[config.mk]
export PLATFORM = sky130hd
export DESIGN_NAME = btb_assoc
export DESIGN_NICKNAME = d
export VERILOG_FILES = /design/src/rtl/btb_assoc_pkg.sv /design/src/rtl/btb_victim_sel.sv /design/src/rtl/btb_assoc.sv
export SDC_FILE = /design/constraint.sdc
export NUM_CORES = 1
export LEC_CHECK = 0
export ABC_AREA = 1
export CAP_MARGIN = 40
export CORE_MARGIN = 5
export CORE_UTILIZATION = 45
export DETAILED_ROUTE_END_ITERATION = 6
export HOLD_SLACK_MARGIN = 0.08
export PLACE_DENSITY = 0.64
export SLEW_MARGIN = 10
export SYNTH_ARGS = -nofsm -noshare
export SYNTH_HDL_FRONTEND = slang
export SYNTH_SLANG_ARGS = --single-unit
[constraint.sdc]
create_clock -name clk -period 9.25 [get_ports clk]
set_input_delay 2.775 -clock clk [delete_from_list [all_inputs] [get_ports clk]]
set_output_delay 2.775 -clock clk [all_outputs]
set_load 0.01 [all_outputs]
[src/rtl/btb_assoc_pkg.sv]
//------------------------------------------------------------------------------
// btb_assoc_pkg
// Shared sizes, entry layout, flush-walker states and counter helpers for the
// set-associative branch target buffer.
// Revision: 1.0
//------------------------------------------------------------------------------
`default_nettype none

package btb_assoc_pkg;

    localparam int INSTR_MEM_IDX_W = 10;
    localparam int BTB_SETS        = 16;
    localparam int BTB_WAYS        = 2;

    typedef enum logic [0:0] {
        BTB_IDLE  = 1'b0,
        BTB_FLUSH = 1'b1
    } btb_fsm_e;

    typedef struct packed {
        logic                       valid;
        logic [INSTR_MEM_IDX_W-1:0] tag;
        logic [INSTR_MEM_IDX_W-1:0] target;
        logic [1:0]                 ctr;
    } btb_entry_t;

    function automatic logic [1:0] sat_inc(input logic [1:0] c);
        return (c == 2'b11) ? c : c + 2'b01;
    endfunction

    function automatic logic [1:0] sat_dec(input logic [1:0] c);
        return (c == 2'b00) ? c : c - 2'b01;
    endfunction

endpackage

`default_nettype wire

[src/rtl/btb_victim_sel.sv]
//------------------------------------------------------------------------------
// btb_victim_sel
// Picks the allocation way for one set: lowest invalid way, else the
// round-robin pointer (flagged as an eviction).
// Revision: 1.0
//------------------------------------------------------------------------------
`default_nettype none

module btb_victim_sel
    import btb_assoc_pkg::*;
#(
    parameter int WAYS  = BTB_WAYS,
    parameter int WAY_W = 1
) (
    input  logic [WAYS-1:0]  i_valid,
    input  logic [WAY_W-1:0] i_rr,
    output logic [WAY_W-1:0] o_way,
    output logic             o_evict
);

    always_comb begin
        o_evict = &i_valid;
        o_way   = i_rr;
        // Descending scan so the lowest invalid way is the last assignment.
        for (int w = WAYS - 1; w >= 0; w--) begin
            if (!i_valid[w]) begin
                o_way = WAY_W'(w);
            end
        end
    end

endmodule

`default_nettype wire

[src/rtl/btb_assoc.sv]
//------------------------------------------------------------------------------
// btb_assoc
// Set-associative BTB with round-robin replacement and a one-set-per-cycle
// flush walker. Optional 2-bit direction counters: define BTB_DIR_CTR_EN.
// Revision: 1.0
//------------------------------------------------------------------------------
`default_nettype none

module btb_assoc
    import btb_assoc_pkg::*;
#(
    parameter int PC_W = INSTR_MEM_IDX_W,
    parameter int SETS = BTB_SETS,
    parameter int WAYS = BTB_WAYS
) (
    input  logic            clk,
    input  logic            rst,
    input  logic [PC_W-1:0] fetch_pc,
    output logic            btb_hit,
    output logic [PC_W-1:0] btb_target,
    input  logic            update_valid,
    input  logic [PC_W-1:0] update_pc,
    input  logic [PC_W-1:0] update_target,
    input  logic            update_taken,
    input  logic            flush_req,
    output logic            flush_busy
);

    localparam int SET_IDX_W = $clog2(SETS);
    localparam int WAY_W     = (WAYS > 1) ? $clog2(WAYS) : 1;

    logic [WAYS-1:0]      r_valid  [SETS];
    logic [PC_W-1:0]      r_tag    [SETS][WAYS];
    logic [PC_W-1:0]      r_target [SETS][WAYS];
    logic [WAY_W-1:0]     r_rr     [SETS];
`ifdef BTB_DIR_CTR_EN
    logic [1:0]           r_ctr    [SETS][WAYS];
`endif
    btb_fsm_e             r_state;
    btb_fsm_e             w_state_nxt;
    logic [SET_IDX_W-1:0] r_fcnt;

    logic [SET_IDX_W-1:0] w_f_set;
    logic [SET_IDX_W-1:0] w_u_set;
    logic                 w_f_match;
    logic [WAY_W-1:0]     w_f_way;
    logic                 w_f_pred;
    logic                 w_u_hit;
    logic [WAY_W-1:0]     w_u_way;
    logic [WAY_W-1:0]     w_vic_way;
    logic                 w_vic_evict;
    logic [WAY_W-1:0]     w_wr_way;
    logic                 w_upd_ok;

    assign w_f_set  = fetch_pc[SET_IDX_W-1:0];
    assign w_u_set  = update_pc[SET_IDX_W-1:0];
    assign w_upd_ok = update_valid && !flush_req && (r_state == BTB_IDLE);
    assign w_wr_way = w_u_hit ? w_u_way : w_vic_way;

    // Descending scans: the lowest matching way wins.
    always_comb begin
        w_f_match = 1'b0;
        w_f_way   = '0;
        for (int w = WAYS - 1; w >= 0; w--) begin
            if (r_valid[w_f_set][w] && (r_tag[w_f_set][w] == fetch_pc)) begin
                w_f_match = 1'b1;
                w_f_way   = WAY_W'(w);
            end
        end
    end

    always_comb begin
        w_u_hit = 1'b0;
        w_u_way = '0;
        for (int w = WAYS - 1; w >= 0; w--) begin
            if (r_valid[w_u_set][w] && (r_tag[w_u_set][w] == update_pc)) begin
                w_u_hit = 1'b1;
                w_u_way = WAY_W'(w);
            end
        end
    end

`ifdef BTB_DIR_CTR_EN
    assign w_f_pred = r_ctr[w_f_set][w_f_way][1];
`else
    assign w_f_pred = 1'b1;
`endif

    assign btb_hit    = (r_state == BTB_IDLE) && w_f_match && w_f_pred;
    assign btb_target = btb_hit ? r_target[w_f_set][w_f_way] : '0;
    assign flush_busy = (r_state == BTB_FLUSH);

    btb_victim_sel #(
        .WAYS  (WAYS),
        .WAY_W (WAY_W)
    ) u_victim_sel (
        .i_valid (r_valid[w_u_set]),
        .i_rr    (r_rr[w_u_set]),
        .o_way   (w_vic_way),
        .o_evict (w_vic_evict)
    );

    always_comb begin
        w_state_nxt = r_state;
        case (r_state)
            BTB_IDLE:  if (flush_req) w_state_nxt = BTB_FLUSH;
            BTB_FLUSH: if (r_fcnt == SET_IDX_W'(SETS - 1)) w_state_nxt = BTB_IDLE;
            default:   w_state_nxt = BTB_IDLE;
        endcase
    end

    always_ff @(posedge clk) begin
        if (rst) begin
            r_state <= BTB_IDLE;
            r_fcnt  <= '0;
        end else begin
            r_state <= w_state_nxt;
            if (r_state == BTB_FLUSH) begin
                r_fcnt <= r_fcnt + SET_IDX_W'(1);
            end else if (flush_req) begin
                r_fcnt <= '0;
            end
        end
    end

    always_ff @(posedge clk) begin
        if (rst) begin
            for (int s = 0; s < SETS; s++) begin
                r_valid[s] <= '0;
                r_rr[s]    <= '0;
`ifdef BTB_DIR_CTR_EN
                for (int w = 0; w < WAYS; w++) r_ctr[s][w] <= 2'b00;
`endif
            end
        end else if (r_state == BTB_FLUSH) begin
            r_valid[r_fcnt] <= '0;
            r_rr[r_fcnt]    <= '0;
`ifdef BTB_DIR_CTR_EN
            for (int w = 0; w < WAYS; w++) r_ctr[r_fcnt][w] <= 2'b00;
`endif
        end else if (w_upd_ok) begin
            if (w_u_hit) begin
`ifdef BTB_DIR_CTR_EN
                r_ctr[w_u_set][w_u_way] <= update_taken ? sat_inc(r_ctr[w_u_set][w_u_way])
                                                        : sat_dec(r_ctr[w_u_set][w_u_way]);
`else
                // Without counters a not-taken outcome simply forgets the branch.
                if (!update_taken) r_valid[w_u_set][w_u_way] <= 1'b0;
`endif
            end else if (update_taken) begin
                r_valid[w_u_set][w_vic_way] <= 1'b1;
`ifdef BTB_DIR_CTR_EN
                r_ctr[w_u_set][w_vic_way] <= 2'b10;
`endif
                if (w_vic_evict && (WAYS > 1)) begin
                    r_rr[w_u_set] <= r_rr[w_u_set] + WAY_W'(1);
                end
            end
        end
    end

    // Tag and target arrays carry no reset; valid bits gate every use.
    always_ff @(posedge clk) begin
        if (w_upd_ok && update_taken) begin
            r_target[w_u_set][w_wr_way] <= update_target;
            if (!w_u_hit) begin
                r_tag[w_u_set][w_wr_way] <= update_pc;
            end
        end
    end

endmodule

`default_nettype wire

==> flow_summary_export.csv <==
group,metric,value,unit
yosys,synth_seq_cells,693,
grt,grt_pass1_wl,148.2,mm
pwr,p_sw,1.706,mW
routing,firstDrtPassIters,6,
final_layout,nets,3166,
place,dpl_cell_area,33860,um2
final_layout,multi_input_area,9874,um2
floorplan,ios,47,
final_layout,seqCellArea,20760,um2
final_layout,final_area,36390,um2
timing,fin_crit,9170,ps
timing,fin_skew,52.94,ps
clock_network,clk_path_buf_depth,3,
critical_path,critPathMostFrequentCell,"nand2_1",
critical_path,slowest_stage,"clkdlybuf4s50_1",
timing,setup_tns,0,ps
clock_network,clk_transition_reported_paths,60,ps
routing,vias_per_cell,6.015,
critical_path,endpoint_kind,"output port",
pwr,p_seq_share,49.0,%
pwr,leakagePower,13.05,nW
final_layout,fill_cells,6178,
clock_network,cts_tree,"yes",
final_layout,drive_gt1_share,9.906,%
place,dp_hpwl,61.10,mm
critical_path,required,6480,ps
critical_path,r2r_slack,5350,ps
critical_path,critPathTopFamily,"buffers and inverters",
timing,setup_violations,0,
min_path,holdCritPathClass,"flip-flop to flip-flop",
timing,finalMaxSlewViolations,0,
routing,antenna_left,0,
yosys,async_flop_share,0,%
floorplan,rows,97,
grt,grtUsageTotal,25.04,%
clock_network,ctsResizeCount,0,
yosys,synth-edff-count,688,
routing,wl_per_cell,24.01,um
final_layout,mostFrequentLayoutCell,"nand2_1",
pwr,p_int,5.387,mW
floorplan,dieWidth,276.3,um
pwr,p_clk_share,43.1,%
run_status,status,"finished, final reports clean",
clock_network,clk_latency,650,ps
yosys,avgSynthCellArea,10.37,um2
floorplan,die_h,276.3,um
critical_path,crit_path_start,"fetch_pc[0]",
final_layout,final_cell_mix,"nand2_1 (899), edfxtp_1 (688), nor2_1 (263)",
clock_network,cts_buffers,75,
critical_path,reg2reg_depth,22,
critical_path,crit_arrival,6400,ps
place,port_buffers,46,
routing,drcViolationCount,0,
timing,fmax,109.0,MHz
yosys,synth.cell_area,31920,um2
timing,finalHoldViolCount,0,
critical_path,critPathBufInv,5,
place,gp_congestion,0.9608,
timing,relSlewSlack,40.02,%
yosys,synth_fp_nets,3113,
routing,wl,99.18,mm
yosys,synthFlopType,"edfxtp_1",
grt,grt_max_degree,161,
final_layout,diodes,0,
final_layout,fin_cells,4130,
min_path,hold_start,"r_fcnt[3]",
timing,finalCritPeriodShare,99.14,%
clock_network,hold_buffers,0,
timing,rsz0062_at_grt,"no",
grt,grt_pass1_vias,24040,
floorplan,die-area,76360,um2
clock_network,post_cts_buffers,0,
timing,tightestPinTransition,899.8,ps
floorplan,start_util,45.50,%
routing,vias,24840,
clock_network,ctsHtreeMaxLevel,3,
place,place_inst,3993,
pwr,powerDensity,194.9,nW/um2
grt,overflow,0,
critical_path,cpPeakStageDelay,600,ps
yosys,synth_cell_types,56,
yosys,syn_inst,3077,
final_layout,area_delta_synth_final,14.01,%
critical_path,r2r-start,"r_valid[12][0]",
min_path,hold_path_depth,1,
pwr,combPwrFrac,7.9,%
critical_path,crit_path_start_kind,"input pin",
critical_path,path_class,"input pin to output port",
flow_run,max-cap-violations,0,
floorplan,core_area,70150,um2
yosys,ys_seq_area_share,65.04,%
pwr,irDropWorstVdd,139.5,uV
routing,drt_iter0_drc,3425,
clock_network,cts.sinks,693,
critical_path,cp_num_cells,15,
grt,antenna_found_initial,2,
yosys,ys.warnings.count,0,
critical_path,crit_path_cell_trace,"buf_8 > inv_8 > buf_12 > nor2_1 > o311ai_0 > nand4_1 > nand2_1 > o21ai_0 > nor4_1 > nand2_1 > o31ai_1 > nand2_1 > buf_4 > a21oi_1 > clkdlybuf4s50_1",
pwr,swShare,24.05,%
critical_path,worstPathMaxFanout,65,
clock_network,root_buffer,"clkbuf_16",
sequential cells by signal, indices dropped and copies added, names as in the netlist:
register and count:
r_tag 320, r_target 320, r_valid 32, r_rr 16
r_fcnt 4, flush_busy 1
power by group through the flow:
stage	clock (mW)	sequential [mW]	combinational, mW
finish	3.06	3.47	0.561
global route	3.22	3.47	0.603
CTS	3.10	3.47	0.551
detailed placement	0	3.54	0.549
global placement	0	3.54	0.534
floorplan	0	3.54	0.316
layout make-up:
class | instances | area share, %
repair buffers | 183 | 4.525
flip-flops and latches | 693 | 57.05
clock inverters | 51 | 1.668
clock buffers | 86 | 5.271
well taps | 940 | 3.232
multi-input cells | 2073 | 27.14
inverters | 104 | 1.117
cell families (layout without fill, tap and decap cells):
logic type	after synthesis	in the layout	share of synthesized area, %
fa+ha+maj	1	1	0.03919
buf+inv	311	424	4.061
mux	1	1	0.03136
simple gates	1404	1404	18.24
compound gates	659	659	12.36
flops	693	693	65.04
xor+xnor	8	8	0.2195
synthesized netlist by cell type, types with 16 or more instances:
| library cell | number | share of area [%] |
|---|---|---|
| nand2_1 | 899 | 11 |
| edfxtp_1 | 688 | 65 |
| nor2_1 | 266 | 3.1 |
| a21oi_1 | 215 | 3.4 |
| o21ai_0 | 215 | 3.4 |
| clkbuf_1 | 139 | 1.6 |
| nand3_1 | 124 | 1.9 |
| inv_1 | 95 | 1.1 |
| a221oi_1 | 63 | 1.7 |
| buf_2 | 37 | 0.58 |
| o21ai_1 | 31 | 0.49 |
| nand4_1 | 30 | 0.59 |
| o221ai_1 | 29 | 0.80 |
| a22oi_1 | 25 | 0.59 |
| nor3_1 | 22 | 0.34 |
| o211ai_1 | 22 | 0.52 |
| o22ai_1 | 19 | 0.37 |
| or3_1 | 19 | 0.37 |
| a311o_1 | 17 | 0.53 |
| buf_1 | 16 | 0.19 |
stage by stage:
stage          worst slack [ps]  power [mW]  hold slack, ps  utilization, %
2_1_floorplan              1375       3.852           479.0               -
3_3_place_gp              263.9       4.072           528.0           48.12
3_5_place_dp              261.3       4.088           543.5           48.27
4_1_cts                   243.9       7.121           560.8           51.87
5_1_grt                   3.856       7.295           593.3           51.87
6_report                  79.76       7.093           565.7           51.87
worst paths after layout:
check | to
min | r_fcnt[3]
max reg2reg | r_valid[6][1]
max | btb_target[3]
min reg2reg | r_fcnt[3]
layer usage:
metal | up-vias | share of wire (%) | global-route usage [%]
met4 | 2 | 4.8 | 11.05
met3 | 304 | 9.5 | 4.294
met5 | - | 0.0071 | 0
met1 | 12030 | 39 | 33.74
met2 | 1447 | 47 | 40.27
li1 | 11060 | - | -
Power figures use the tool's default switching activity.
